[src/rtl/dct_2d_ctrl.sv]
// dct_2d_ctrl: sequencer for a 16x16 block 2D DCT datapath.
// Walks the image one block at a time in raster order. For each block it reads
// 16 input words, waits for the row DCT to write the transpose buffer, reads the
// 16 buffer columns, waits for the column DCT and emits 16 output writes.
// Downstream strobes come from fixed-latency delay lines on the read enables.
module dct_2d_ctrl #(
    parameter int IMG_W   = 512,
    parameter int IMG_H   = 512,
    parameter int N       = 16,
    parameter int AW      = 14,
    parameter int MEM_LAT = 1,
    parameter int ROW_LAT = 2,
    parameter int COL_LAT = 2
) (
    input  logic          clk,
    input  logic          rstn,
    input  logic          start,
    output logic          busy,
    output logic          done,
    output logic          in_rd_en,
    output logic [AW-1:0] in_addr,
    output logic          row_vld,
    output logic          tp_wr_en,
    output logic [3:0]    tp_wr_addr,
    output logic          tp_rd_en,
    output logic [3:0]    tp_rd_addr,
    output logic          col_vld,
    output logic          out_wr_en,
    output logic [AW-1:0] out_addr,
    output logic [AW-5:0] blk_idx
);

    localparam int BPR    = IMG_W / N;
    localparam int BPC    = IMG_H / N;
    localparam int NBLK   = BPR * BPC;
    localparam int BW     = AW - 4;
    localparam int RW_LEN = MEM_LAT + ROW_LAT;
    localparam int CW_LEN = 1 + COL_LAT;
    localparam int CMAX   = (N > RW_LEN) ? ((N > CW_LEN) ? N : CW_LEN)
                                         : ((RW_LEN > CW_LEN) ? RW_LEN : CW_LEN);
    localparam int CNTW   = $clog2(CMAX) + 1;

    typedef enum logic [2:0] {
        IDLE,
        ROW_RD,
        ROW_WAIT,
        COL_RD,
        COL_WAIT,
        NEXT,
        DONE
    } state_t;

    state_t          state_q;
    state_t          state_d;
    logic [CNTW-1:0] cnt;
    logic [BW-1:0]   bx;
    logic [BW-1:0]   by;
    logic [3:0]      out_k;

    // State register
    always_ff @(posedge clk) begin
        if (!rstn) begin
            state_q <= IDLE;
        end else begin
            state_q <= state_d;
        end
    end

    // Next-state decode and per-state strobes
    always_comb begin
        state_d  = state_q;
        busy     = 1'b0;
        done     = 1'b0;
        in_rd_en = 1'b0;
        tp_rd_en = 1'b0;
        case (state_q)
            IDLE: begin
                if (start) begin
                    state_d = ROW_RD;
                end
            end
            ROW_RD: begin
                busy     = 1'b1;
                in_rd_en = 1'b1;
                if (cnt == CNTW'(N - 1)) begin
                    state_d = ROW_WAIT;
                end
            end
            ROW_WAIT: begin
                busy = 1'b1;
                if (cnt == CNTW'(RW_LEN - 1)) begin
                    state_d = COL_RD;
                end
            end
            COL_RD: begin
                busy     = 1'b1;
                tp_rd_en = 1'b1;
                if (cnt == CNTW'(N - 1)) begin
                    state_d = COL_WAIT;
                end
            end
            COL_WAIT: begin
                busy = 1'b1;
                if (cnt == CNTW'(CW_LEN - 1)) begin
                    state_d = NEXT;
                end
            end
            NEXT: begin
                busy = 1'b1;
                if (blk_idx == BW'(NBLK - 1)) begin
                    state_d = DONE;
                end else begin
                    state_d = ROW_RD;
                end
            end
            DONE: begin
                done    = 1'b1;
                state_d = IDLE;
            end
            default: begin
                state_d = IDLE;
            end
        endcase
    end

    // Per-state cycle counter, restarted on every state change and held at 0 in IDLE
    always_ff @(posedge clk) begin
        if (!rstn) begin
            cnt <= '0;
        end else if ((state_d != state_q) || (state_q == IDLE)) begin
            cnt <= '0;
        end else begin
            cnt <= cnt + CNTW'(1);
        end
    end

    // Block position: linear index plus its column/row so addresses need no divider
    always_ff @(posedge clk) begin
        if (!rstn) begin
            blk_idx <= '0;
            bx      <= '0;
            by      <= '0;
        end else if (state_q == DONE) begin
            blk_idx <= '0;
            bx      <= '0;
            by      <= '0;
        end else if ((state_q == NEXT) && (state_d == ROW_RD)) begin
            blk_idx <= blk_idx + BW'(1);
            if (bx == BW'(BPR - 1)) begin
                bx <= '0;
                by <= by + BW'(1);
            end else begin
                bx <= bx + BW'(1);
            end
        end
    end

    assign in_addr    = in_rd_en ? AW'((32'(by) * 32'(N) + 32'(cnt)) * 32'(BPR) + 32'(bx)) : '0;
    assign tp_rd_addr = tp_rd_en ? cnt[3:0] : 4'd0;
    assign out_addr   = AW'(32'(blk_idx) * 32'(N) + 32'(out_k));

    logic [MEM_LAT-1:0] rd_dly;

    // Input-memory latency: row data is valid MEM_LAT cycles after the read
    always_ff @(posedge clk) begin
        if (!rstn) begin
            rd_dly <= '0;
        end else begin
            rd_dly[0] <= in_rd_en;
            for (int i = 1; i < MEM_LAT; i++) begin
                rd_dly[i] <= rd_dly[i-1];
            end
        end
    end

    assign row_vld = rd_dly[MEM_LAT-1];

    generate
        if (ROW_LAT == 0) begin : g_row_nodly
            assign tp_wr_en = row_vld;
        end else begin : g_row_dly
            logic [ROW_LAT-1:0] dly;

            // Row DCT pipeline latency between row_vld and the buffer write
            always_ff @(posedge clk) begin
                if (!rstn) begin
                    dly <= '0;
                end else begin
                    dly[0] <= row_vld;
                    for (int i = 1; i < ROW_LAT; i++) begin
                        dly[i] <= dly[i-1];
                    end
                end
            end

            assign tp_wr_en = dly[ROW_LAT-1];
        end
    endgenerate

    // Transpose buffer has a one-cycle read latency
    always_ff @(posedge clk) begin
        if (!rstn) begin
            col_vld <= 1'b0;
        end else begin
            col_vld <= tp_rd_en;
        end
    end

    generate
        if (COL_LAT == 0) begin : g_col_nodly
            assign out_wr_en = col_vld;
        end else begin : g_col_dly
            logic [COL_LAT-1:0] dly;

            // Column DCT pipeline latency between col_vld and the output write
            always_ff @(posedge clk) begin
                if (!rstn) begin
                    dly <= '0;
                end else begin
                    dly[0] <= col_vld;
                    for (int i = 1; i < COL_LAT; i++) begin
                        dly[i] <= dly[i-1];
                    end
                end
            end

            assign out_wr_en = dly[COL_LAT-1];
        end
    endgenerate

    // Transpose row index; 16 writes per block bring it back to 0
    always_ff @(posedge clk) begin
        if (!rstn) begin
            tp_wr_addr <= 4'd0;
        end else if (tp_wr_en) begin
            tp_wr_addr <= tp_wr_addr + 4'd1;
        end
    end

    // Output word offset within the block; 16 writes per block bring it back to 0
    always_ff @(posedge clk) begin
        if (!rstn) begin
            out_k <= 4'd0;
        end else if (out_wr_en) begin
            out_k <= out_k + 4'd1;
        end
    end

endmodule
[config.mk]
export PLATFORM = sky130hd
export DESIGN_NAME = dct_2d_ctrl
export DESIGN_NICKNAME = d
export VERILOG_FILES = /design/src/rtl/dct_2d_ctrl.sv
export SDC_FILE = /design/constraint.sdc
export NUM_CORES = 1
export LEC_CHECK = 0
export ABC_AREA = 1
export CAP_MARGIN = 25
export CORE_MARGIN = 2
export CORE_UTILIZATION = 30
export CTS_BUF_LIST = sky130_fd_sc_hd__clkbuf_2 sky130_fd_sc_hd__clkbuf_4 sky130_fd_sc_hd__clkbuf_8
export CTS_CLUSTER_DIAMETER = 120
export DETAILED_ROUTE_END_ITERATION = 8
export SYNTH_ARGS = -nofsm -noshare
export SYNTH_HDL_FRONTEND = slang
export SYNTH_SLANG_ARGS = --single-unit
[constraint.sdc]
create_clock -name clk -period 2.9 [get_ports clk]
set_input_delay 0.725 -clock clk [delete_from_list [all_inputs] [get_ports clk]]
set_output_delay 0.725 -clock clk [all_outputs]
set_load 0.005 [all_outputs]
Yosys cells after proc, flatten, opt, wreduce, memory -nomap -nowiden --
Cells that the tools add are included.
Operators by class: eq/ne operators 12, mux-type cells 14, bitwise operators 1, reduce and logical (&&, ||, !) cells 7, $add $sub $neg 9
Operators by type and width (count):
- 10-bit by 1-bit adder with 10-bit output (second input constant) | 3
- 3-bit two-way mux | 6
- 3-bit one-hot mux with 6 select lines | 1
- 14-bit by 10-bit adder with 14-bit output | 1
- 14-bit by 4-bit adder with 14-bit output | 1
- 14-bit two-way mux | 1
- 10-bit equality test (second input constant) | 1
- 10-bit by 5-bit equality test with 1-bit output (second input constant) | 1
- 10-bit two-way mux | 1
- 9-bit by 5-bit adder with 9-bit output | 1
- 3-bit equality test (second input constant) | 3
- 4-bit by 1-bit adder with 4-bit output (second input constant) | 2
- 3-bit by 1-bit equality test with 1-bit output (second input constant) | 2
- 3-bit by 2-bit equality test with 1-bit output (second input constant) | 2
- 5-bit by 1-bit adder with 5-bit output (second input constant) | 1
- 5-bit by 2-bit equality test with 1-bit output (second input constant) | 1
- 5-bit by 4-bit equality test with 1-bit output (second input constant) | 1
- 5-bit OR reduction | 1
- 1-bit two-way mux | 4
- 4-bit two-way mux | 1
- 2-bit OR reduction | 2
- 3-bit logical NOT | 1
- 3-bit != test | 1
- 2-bit AND reduction | 1
- other kinds (3) | 3
Storage, ports and cells: input port bits 3, output and inout port bits 54, word-level logic and storage cells 54, bits in registers 52

Logic depth before layout (Yosys ltp) --
depth in word-level cells 6, mapped depth 12, mapped depth without buffers 12

Worst setup path before layout --
OpenSTA, ideal clock, no wires.
path kind reg-to-output, from register by[0], to output in_addr[12], buffers on the path 0, arrival 1.563 ns, stages on the path, launching flop included 11, setup slack 0.612 ns, cells stage by stage dfxtp_1 ha_1 ha_1 nand2_1 inv_1 nand4_1 o211ai_1 nand3_1 nand2_1 nand2_1 nor2_1
Between the ends: cells in the longest elaborated chain, start to end 3
Ends and longest elaborated chain:
- start, declared | line 57 | logic [BW-1:0] by;
- start signal, assigned | line 151 | by <= by + BW'(1);
- 9-bit by 5-bit adder with 9-bit output | line 158 | assign in_addr = in_rd_en ? AW'((32'(by) * 32'(N) + 32'(cnt)) * 32'(BPR) + 32'(bx)) : '0;
- 14-bit by 10-bit adder with 14-bit output | line 158
- 14-bit two-way mux | line 158
- end, declared | line 21 | output logic [AW-1:0] in_addr,
Every way passes these cells.

Final worst setup path --
from register bx[5], to output in_addr[9]
Between the ends: cells in the longest elaborated chain, start to end 2
Ends and longest elaborated chain:
- start, declared | line 56 | logic [BW-1:0] bx;
- start signal, assigned | line 153 | bx <= bx + BW'(1);
- 14-bit by 10-bit adder with 14-bit output | line 158
- 14-bit two-way mux | line 158
Every way passes these cells.

==> metrics list <==
* Relative area change from synthesis to final layout: 30.03%
* Vias per std cell: approximately 4.7
* Design internal power: 0.8551 mW
- In this run the cell area of the synthesized design comes to 0.002738 mm2.
* Die span in x: 99.53 um
- Cell chosen for the clock root: sky130_fd_sc_hd__clkbuf_8
* Library cell contributing the largest single delay on the critical path: sky130_fd_sc_hd__clkdlybuf4s50_1
- Startpoint type of the worst setup path: register
- YS warnings: 0
- Routability-driven placement finished with a final weighted congestion of 0.8516.
- Slack of the worst reg-to-reg path: between 900 and 1000 ps
- Ordered cell list for the critical path: ha_4 -> fa_2 -> nand3_1 -> nand2_1 -> a21oi_1 -> clkdlybuf4s50_1
- Maximum fanout count along the critical path: 3
- Combinational logic is responsible for 6.1% of the overall power.
* Max H-tree Level: 2
- Leading cell type by number of instances after synthesis: sky130_fd_sc_hd__nand2_1
- Count of different cell masters after synthesis: 32
* Largest cells by area after synthesis: sky130_fd_sc_hd__dfxtp_1, sky130_fd_sc_hd__nand2_1, sky130_fd_sc_hd__nor2_1
- Power, Total: 1.152 mW
- TritonCTS clock tree: yes
- DRT antenna net count: 0
- TritonCTS created 5 clock buffers.
- Gate family responsible for the most delay along the worst path: buffers and inverters
- For this run, the leading register cell type out of synthesis is sky130_fd_sc_hd__dfxtp_1.
* Fmax: 357.5 MHz
* DR pass1 iterations: 4
- In this run the tool buffered the top-level ports with 56 buffer cells.
- Setup repair after global routing missed its margin: no
* Count of boundary I/O pins: 57
* Leakage: 1.396 nW
* Number of synthesized register bits: 47
- Share of the clock period used by the worst path after layout: roughly 96%
- Largest area contributor in the synthesized netlist: sky130_fd_sc_hd__dfxtp_1
- Sort of element at the end of the critical path: primary output
* Detail-routed net length per standard cell: 11.32 um
- The first global-routing pass estimated 10.50 mm of wire.
- Maximum resistive drop on vdd: 0.1597 mV
- Number of enable flip-flop cells after synthesis: 0
- # rows: 34
* Number of sinks on the clock net: 47
- Diodes inserted: 0
* Sequential cell area fraction in the yosys report: 34.37%
- Path type of the worst min-delay path: register to register
- The share of synthesized area in the top cell type comes to 34.37%.
* HPWL after DPL: around 4.7 mm
- For the final database, setup skew stands at 12.06 ps.
* Number of antenna violations at the first check in global routing: 0
- The post-route netlist has a little over an eighth of its cells at a drive strength greater than 1.
* DRC: 0
- GRT Residual Overflow: 0
- The worst path in the final design needs a cycle of 2797 ps, including I/O delays and setup.
* Clock-pin slew on the worst setup and hold paths: 100 ps
- The routed layout has 2565 vias.
* Net switching power figure: 0.2971 mW
- For the worst setup path, the data required time is around 2200 ps.
- Core ar.: 0.008806 mm2
- The tool flagged a number of max-cap violations equal to 0.
- Sorting the synthesized cells by how often they occur yields sky130_fd_sc_hd__nand2_1, sky130_fd_sc_hd__nor2_1, sky130_fd_sc_hd__inv_1, sky130_fd_sc_hd__dfxtp_1, sky130_fd_sc_hd__a21oi_1.
- Setup violations remaining at the end of the flow were counted as 0.
* Largest net degree at the start of global routing: 27
- Vias in the first global route: 2325
- No sink is reached through more buffers than the 2 on the longest clock path.
* Number of instances in the synthesized netlist: 385
- The finished layout holds 550 standard cells, fillers aside.
- Clock latency reported for the late side of the worst-skew pair: 310 ps
- Max-slew headroom: 73.94%
- After the first detailed-routing iteration, the DRC count stood at ~150.
- Slew Limit Fails: 0
- The number of buffers and inverters on the critical path is 1.
- In this run the vertical extent of the chip is 99.53 um.
- Total power per unit cell area: 323.7 mW/mm2
- Clk network pwr share: a little under two fifths
* Cell count after placement: 540
- Worst path max stage delay: 530 ps
- Critical path class: register to primary output
* Initial Util: a little under a third
- Outcome: complete, no violations
- After the last flow step, the layout net total stands at 460.
- Synthesis produced a netlist with a net count of 404.
- Sequential cells account for 56.8% of the total power.
- The number of failing hold endpoints at the final stage was 0.
- Slew of the pin with the lowest slew margin: roughly 400 ps
- Net switching is 25.78% of the power.
- Global routing used 12.79% of the available tracks across all layers.
* Worst EP arrival: 2070 ps
- Total of hold buffers inserted after clock tree synthesis: 0
- Of all flip-flops after synthesis, the portion carrying an async set or reset was 0%.
- The die covers between 0.009 and 0.01 mm2.
- Each instance of the synthesized netlist takes up on average 7.111 um2.
- Total wire length after detailed routing: 6.228 mm
[worst min-delay path, delay by kind of cell, from the launching register on]
family | cells | cell delay [ps]
flops | 1 | 310
buf+inv | 1 | 30
simple gates | 1 | 50
[state kept, by name, summed over array words and instances, names as in the netlist]
name / count
out_k: 4
by: 5
col_vld: 1
g_row_dly.dly: 2
blk_idx: 10
cnt: 5
bx: 10
g_col_dly.dly: 2
tp_wr_addr: 4
row_vld: 1
state_q: 3
[stage by stage]
stage	utilization (%)	hold slack (ps)	worst slack [ps]	area, um2	TNS [ps]
floorplan	-	390.5	612.1	2738	0
global placement	38.26	393.1	72.28	3369	0
detailed placement	38.26	400.4	32.33	3369	0
CTS	39.70	424.6	-79.10	3496	-79.10
global route	40.42	438.9	12.69	3560	0
finish	40.42	422.7	102.7	3560	0
[cell type report]
cell class                      count  area [um2]
Sequential cell                    47       948.4
Fill cell                         947        5246
Clock inverter                      3       27.53
Inverter                           56       214.0
Timing Repair Buffer               66       626.9
Multi-Input combinational cell    265        1539
Clock buffer                        5       68.82
Tap cell                          108       135.1
[path summary, 6_finish.rpt]
path,startpoint,end,cells after the start
worst max-delay path,bx[5],in_addr[9],6
worst max register to register,cnt[1],cnt[4],13
worst min-delay path,g_row_dly.dly[0],g_row_dly.dly[1],2
worst min register to register,g_row_dly.dly[0],g_row_dly.dly[1],2
[per-layer routing]
metal  routed length (um)  track usage [%]
met1                 3126            17.20
met2                 2774            20.84
met3                  263            2.811
met4                   64            3.267
met5                    0                0
[what timing repair did]
item | CTS | global route
setup buffers | 2 | 0
pin swaps | 3 | 6
setup endpoints to repair | 5 | 12
gates cloned | 0 | 0
gates resized for setup | 8 | 17
[layout by cell type (no fill, tap or decap), drive strengths merged]
master,synthesis,routed
clkbuf,1,5
a31oi,3,3
and3,1,1
clkdlybuf4s50,0,52
xor2,9,9
nand4,8,8
ha,15,15
nand2,66,66
a211oi,1,1
clkinvlp,0,2
o211ai,2,2
xnor2,1,1
nor3,14,14
a21oi,29,29
buf,16,11
fa,1,1
nor3b,3,3
dlygate4sd2,0,3
dfxtp,47,47
nand3,26,26
o21ai,27,27
nor2,59,59
inv,55,57
[logic make-up (layout without fill, tap and decap cells)]
kind of cell / Yosys count / count (layout) / synth area share, %
compound gates: 62 / 62 / 11.93
xor+xnor: 10 / 10 / 3.199
fa+ha+maj: 16 / 16 / 7.587
buf+inv: 73 / 130 / 12.20
flops: 47 / 47 / 34.37
simple gates: 177 / 177 / 30.71
[power by group through the flow]
stage / clock [mW] / combinational [mW] / sequential (mW)
after floorplan: 0 / 0.0416 / 0.667
after global placement: 0 / 0.0686 / 0.670
after detailed placement: 0 / 0.0689 / 0.670
after CTS: 0.442 / 0.0695 / 0.655
after global routing: 0.474 / 0.0785 / 0.656
final: 0.428 / 0.0699 / 0.654
Note: power is estimated with default switching activity, not from simulation.
